**config.mk**
```make
export PLATFORM = sky130hd
export DESIGN_NAME = ysyx_22050243_mem_arb
export DESIGN_NICKNAME = d
export VERILOG_FILES = /design/src/rtl/ysyx_22050243_mem_pkg.sv /design/src/rtl/ysyx_22050243_mem_arb_grant.sv /design/src/rtl/ysyx_22050243_mem_arb.sv
export SDC_FILE = /design/constraint.sdc
export NUM_CORES = 1
export LEC_CHECK = 0
export CAP_MARGIN = 20
export CORE_AREA = 8 8 200 202
export DETAILED_ROUTE_END_ITERATION = 10
export DIE_AREA = 0 0 208 210
export GPL_ROUTABILITY_DRIVEN = 0
export PLACE_DENSITY = 0.52
export SLEW_MARGIN = 20
export SYNTH_ARGS = -nofsm -noshare
export SYNTH_HDL_FRONTEND = slang
export SYNTH_SLANG_ARGS = --single-unit
```
**constraint.sdc**
```tcl
create_clock -name clk -period 7.5 [get_ports clk]
set_input_delay 0.75 -clock clk [delete_from_list [all_inputs] [get_ports clk]]
set_output_delay 0.75 -clock clk [all_outputs]
set_load 0.005 [all_outputs]
```
**src/rtl/ysyx_22050243_mem_pkg.sv**
```systemverilog
// Shared types and widths for the IFU/LSU data-memory arbiter.
// Optional round-robin arbitration is selected with YSYX_22050243_ARB_RR_EN.
package ysyx_22050243_mem_pkg;

   localparam int ADDR_W = 64;
   localparam int DATA_W = 64;
   localparam int INST_W = DATA_W / 2;
   localparam int MASK_W = DATA_W / 8;

   typedef enum logic [1:0] {
      ST_IDLE   = 2'd0,
      ST_ACCESS = 2'd1,
      ST_RESP   = 2'd2
   } state_e;

   typedef enum logic {
      OWN_IFU = 1'b0,
      OWN_LSU = 1'b1
   } owner_e;

endpackage

```
**src/rtl/ysyx_22050243_mem_arb_grant.sv**
```systemverilog
// Combinational grant between IFU and LSU requests.
// YSYX_22050243_ARB_RR_EN: round-robin on ties; otherwise the LSU always wins.
module ysyx_22050243_mem_arb_grant
   import ysyx_22050243_mem_pkg::*;
(
   input  logic clk,
   input  logic rst,
   input  logic i_ifu_valid,
   input  logic i_lsu_valid,
   input  logic i_done,
   input  logic i_done_owner,
   output logic o_grant_ifu,
   output logic o_grant_lsu
);

`ifdef YSYX_22050243_ARB_RR_EN
   owner_e r_last_owner;

   // Reset value makes the very first tie go to the IFU.
   always_ff @(posedge clk or posedge rst) begin
      if (rst) begin
         r_last_owner <= OWN_LSU;
      end else if (i_done) begin
         r_last_owner <= owner_e'(i_done_owner);
      end
   end

   assign o_grant_lsu = i_lsu_valid && (!i_ifu_valid || (r_last_owner == OWN_IFU));
`else
   logic w_unused;
   assign w_unused    = ^{clk, rst, i_done, i_done_owner};
   assign o_grant_lsu = i_lsu_valid;
`endif

   assign o_grant_ifu = i_ifu_valid && !o_grant_lsu;

endmodule

```
**src/rtl/ysyx_22050243_mem_arb.sv**
```systemverilog
// Shares the single data-memory port between IFU fetches and LSU loads/stores,
// one transaction per IDLE->ACCESS->RESP pass. Tie policy via YSYX_22050243_ARB_RR_EN.
module ysyx_22050243_mem_arb
   import ysyx_22050243_mem_pkg::*;
(
   input  logic              clk,
   input  logic              rst,
   input  logic              ifu_req_valid,
   output logic              ifu_req_ready,
   input  logic [ADDR_W-1:0] ifu_addr,
   output logic              ifu_resp_valid,
   input  logic              ifu_resp_ready,
   output logic [INST_W-1:0] ifu_rdata,
   input  logic              lsu_req_valid,
   output logic              lsu_req_ready,
   input  logic              lsu_we,
   input  logic [ADDR_W-1:0] lsu_addr,
   input  logic [DATA_W-1:0] lsu_wdata,
   input  logic [MASK_W-1:0] lsu_wmask,
   output logic              lsu_resp_valid,
   input  logic              lsu_resp_ready,
   output logic [DATA_W-1:0] lsu_rdata,
   output logic              mem_r_en,
   output logic              mem_w_en,
   output logic [ADDR_W-1:0] mem_addr,
   output logic [DATA_W-1:0] mem_wdata,
   output logic [MASK_W-1:0] mem_wmask,
   input  logic [DATA_W-1:0] mem_rdata
);

   state_e              r_state;
   state_e              w_next;
   owner_e              r_owner;
   logic                r_we;
   logic [ADDR_W-1:0]   r_addr;
   logic [DATA_W-1:0]   r_wdata;
   logic [MASK_W-1:0]   r_wmask;
   logic [DATA_W-1:0]   r_rdata;

   logic w_idle;
   logic w_grant_ifu;
   logic w_grant_lsu;
   logic w_fire_ifu;
   logic w_fire_lsu;
   logic w_done;

   // Readies are forced low while reset is held, even though the state is IDLE.
   assign w_idle        = (r_state == ST_IDLE) && !rst;
   assign ifu_req_ready = w_idle && w_grant_ifu;
   assign lsu_req_ready = w_idle && w_grant_lsu;
   assign w_fire_ifu    = ifu_req_valid && ifu_req_ready;
   assign w_fire_lsu    = lsu_req_valid && lsu_req_ready;
   assign w_done        = (r_state == ST_RESP) &&
                          ((r_owner == OWN_IFU) ? ifu_resp_ready : lsu_resp_ready);

   ysyx_22050243_mem_arb_grant u_grant (
      .clk          (clk),
      .rst          (rst),
      .i_ifu_valid  (ifu_req_valid),
      .i_lsu_valid  (lsu_req_valid),
      .i_done       (w_done),
      .i_done_owner (r_owner),
      .o_grant_ifu  (w_grant_ifu),
      .o_grant_lsu  (w_grant_lsu)
   );

   always_comb begin
      w_next         = r_state;
      mem_r_en       = 1'b0;
      mem_w_en       = 1'b0;
      mem_wmask      = '0;
      ifu_resp_valid = 1'b0;
      lsu_resp_valid = 1'b0;
      case (r_state)
         ST_IDLE: begin
            if (w_fire_ifu || w_fire_lsu) w_next = ST_ACCESS;
         end
         ST_ACCESS: begin
            mem_r_en  = !r_we;
            mem_w_en  = r_we;
            mem_wmask = r_we ? r_wmask : '0;
            w_next    = ST_RESP;
         end
         ST_RESP: begin
            ifu_resp_valid = (r_owner == OWN_IFU);
            lsu_resp_valid = (r_owner == OWN_LSU);
            if (w_done) w_next = ST_IDLE;
         end
         default: w_next = ST_IDLE;
      endcase
   end

   always_ff @(posedge clk or posedge rst) begin
      if (rst) begin
         r_state <= ST_IDLE;
         r_owner <= OWN_IFU;
         r_we    <= 1'b0;
         r_addr  <= '0;
         r_wdata <= '0;
         r_wmask <= '0;
         r_rdata <= '0;
      end else begin
         r_state <= w_next;
         if (w_fire_lsu) begin
            r_owner <= OWN_LSU;
            r_we    <= lsu_we;
            r_addr  <= lsu_addr;
            r_wdata <= lsu_wdata;
            r_wmask <= lsu_wmask;
         end else if (w_fire_ifu) begin
            r_owner <= OWN_IFU;
            r_we    <= 1'b0;
            r_addr  <= ifu_addr;
            r_wmask <= '0;
         end
         // Stores acknowledge with zero data.
         if (r_state == ST_ACCESS) r_rdata <= r_we ? '0 : mem_rdata;
      end
   end

   assign mem_addr  = r_addr;
   assign mem_wdata = r_wdata;
   assign ifu_rdata = r_addr[2] ? r_rdata[DATA_W-1:INST_W] : r_rdata[INST_W-1:0];
   assign lsu_rdata = r_rdata;

endmodule

```
==> results.toml <==
[outcome]
status = "complete, no violations"

[clock_network]
clock-sinks = 204
cts.path.max_buffers = 3
cts_resized = 0
numCtsBuffers = 26
hold_buffers = 0
root_buffer = "clkbuf_16"
clock_latency_ns = 0.53
cts.clk_slew.worst_paths_ns = 0.06
cts_tree = "built"
postCtsSetupRepairBufs = 0
cts_max_level = 1

[timing]
skew_ns = 0.0100
hold_viol = 0
tns_ns = 0
tightest_slew_ns = 0.897
rsz0062_at_grt = "no"
maxSlewHeadroom_pct = 40.2
max_freq_mhz = 270
fin_crit_sh_pct = 49.4
finalWorstSetupSlack_ns = 3.79
period_minus_slack_ns = 3.71
setup_viol = 0
slew_viol_final = 0

[cells_and_area]
nNetsFinal = 1545
multi_input_area_mm2 = 0.00365
fillers = 3575
area_delta_synth_final_pct = 70.8
finalCoreUtilization_pct = 41.7
seq_area_mm2 = 0.00511
layout-drive-gt1-share_pct = 12.0

[setup_path]
crit_required_ns = 6.75
arrival_ns = 2.96
rr_startpoint = "r_state[0]$_DFFE_PP0P_"
critPathLaunch = "lsu_req_valid"
critPathLaunchType = "primary input"
crit_fanout = 44
crit_type = "in -> out"
end_kind = "output port"

[global_route]
use_met2_pct = 28.7
grt_pass1_wl_mm = 58.7
grt_max_degree = 83
use_met3_pct = 6.80
met1_usage_pct = 19.8
grt_antenna_before_repair = 6
grt_usage_pct = 17.1
grt_pass1_vias = 8888
grt-ovfl-total = 0
top_usage_layer = "met2"

[synthesis]
ys.flop_type = "dfrtp_1"
syn_area_mm2 = 0.00903
synth_area_leaders = "dfrtp_1, mux2_2, nand2_1, nand3b_1, o2bb2ai_1"
seq_area_frac_synth_pct = 56.5
synth_cell_type_count = 28
syn_area_per_cell_um2 = 11.4
synth_top_area_share_pct = 56.5
ys_warn_count = 0
ys_seq_elements = 204
synth-edff-count = 0
syn-instance-count = 794
synth_most_common_cell = "dfrtp_1"
yosys.area.top_type = "dfrtp_1"
synth_fp_nets = 1065
async_flop_share_pct = 100
synth.top_cells.by_count = "dfrtp_1, nand2_1, mux2_2"

[power]
leakage_nw = 6.44
ir_drop_mv = 0.189
powerDensity_mw_per_mm2 = 384
power_mw = 5.93

[worst_hold_path]
hp-class = "reg -> reg"
hold_start = "lsu_rdata[29]$_DFFE_PP0P_"

[floorplan]
dieArea_mm2 = 0.0437
rows = 71
die_height_um = 210
start_util_pct = 24.4
coreArea_mm2 = 0.0370
die_w_um = 208
ios = 509

[routing]
totalWireLength_mm = 38.9
drtAntennaViolNets = 0
drtIter0Drc = 282
wire_per_inst_um = 22.0
vias_per_cell = 4.64
vias = 8219
drtPass1Iterations = 4
drc_errors = 0

[place]
dp_slack_ns = 3.80
io_buffers = 508
place_hpwl_mm = 28.1

[job]
drv_cap = 0
==> logic make-up (layout without fill, tap and decap cells) <==
logic type | after synthesis | count (layout) | share of synthesized area (%)
muxes | 97 | 97 | 12.1
AOI/OAI and AO/OA | 139 | 139 | 12.0
DFF | 204 | 204 | 56.5
and+or+nand+nor | 279 | 279 | 15.9
other | 0 | 3 | 0
buffers and inverters | 75 | 574 | 3.37
==> worst max-delay path: stages <==
cell             delay [ns]
clkdlybuf4s50_1        0.45
buf_4                  0.32
nor4b_4                0.26
buf_4                  0.51
clkdlybuf4s50_1        0.63
==> stage by stage <==
stage,cells,area (um^2),hold WS [ns]
2_1_floorplan,794,9030,0.458
3_3_place_gp,1720,14600,0.468
3_5_place_dp,1720,14600,0.473
4_1_cts,1767,15400,0.491
5_1_grt,1770,15400,0.501
6_report,1770,15400,0.485
==> sequential cells by signal, summed over array words and instances, names as in the netlist <==
register / count
lsu_rdata: 64
mem_addr: 64
mem_wdata: 64
r_owner: 1
r_state: 2
r_we: 1
r_wmask: 8
==> routing by layer <==
layer,vias up,routed length [um]
li1,3809,-
met1,4007,15300
met2,335,18900
met3,62,3650
met4,6,1070
met5,-,38
==> report_power, final <==
part / total [mW] / leakage, nW / switching (mW) / internal [mW]
combinational: 2.70 / 3.54 / 1.02 / 1.68
clock: 1.22 / 0.412 / 0.487 / 0.735
sequential: 2.01 / 2.49 / 0.375 / 1.63
total: 5.93 / 6.44 / 1.88 / 4.05
==> path summary, 6_finish.rpt <==
check / cells past startpoint / end / slack, ns
max: 5 / lsu_req_ready / 3.79
min: 2 / lsu_rdata[29]$_DFFE_PP0P_ / 0.49
max reg2reg: 4 / mem_wdata[42]$_DFFE_PP0N_ / 4.82
min reg2reg: 2 / lsu_rdata[29]$_DFFE_PP0P_ / 0.49
max in group asynchronous: 3 / lsu_rdata[62]$_DFFE_PP0P_ / 5.19
min in group asynchronous: 2 / mem_addr[21]$_DFFE_PP0P_ / 0.93
==> cell usage in the layout, fill, tap and decap left out, types with 3 or more instances in the layout <==
master and n:
and2_1 34, buf_4 15, dfrtp_1 203, nand3b_1 64, mux2_1 6, clkbuf_8 8, a22oi_1 32, clkbuf_1 8
o2bb2ai_1 32, nor2_1 3, clkinv_2 3, diode_2 3, clkbuf_16 27, clkdlybuf4s50_1 508, and3_1 8, nand2_1 160
a32oi_1 31, mux2_2 91, a31oi_1 32, a22o_1 9
==> cell type report <==
class	count	share of cell area [%]
Multi-Input combinational cell	515	23.7
Antenna cell	3	0.0487
Sequential cell	204	33.1
Tap cell	474	3.85
Inverter	4	0.146
Clock inverter	4	0.146
Timing Repair Buffer	523	33.7
Clock buffer	43	5.29
(Power assumes the default switching activity.)
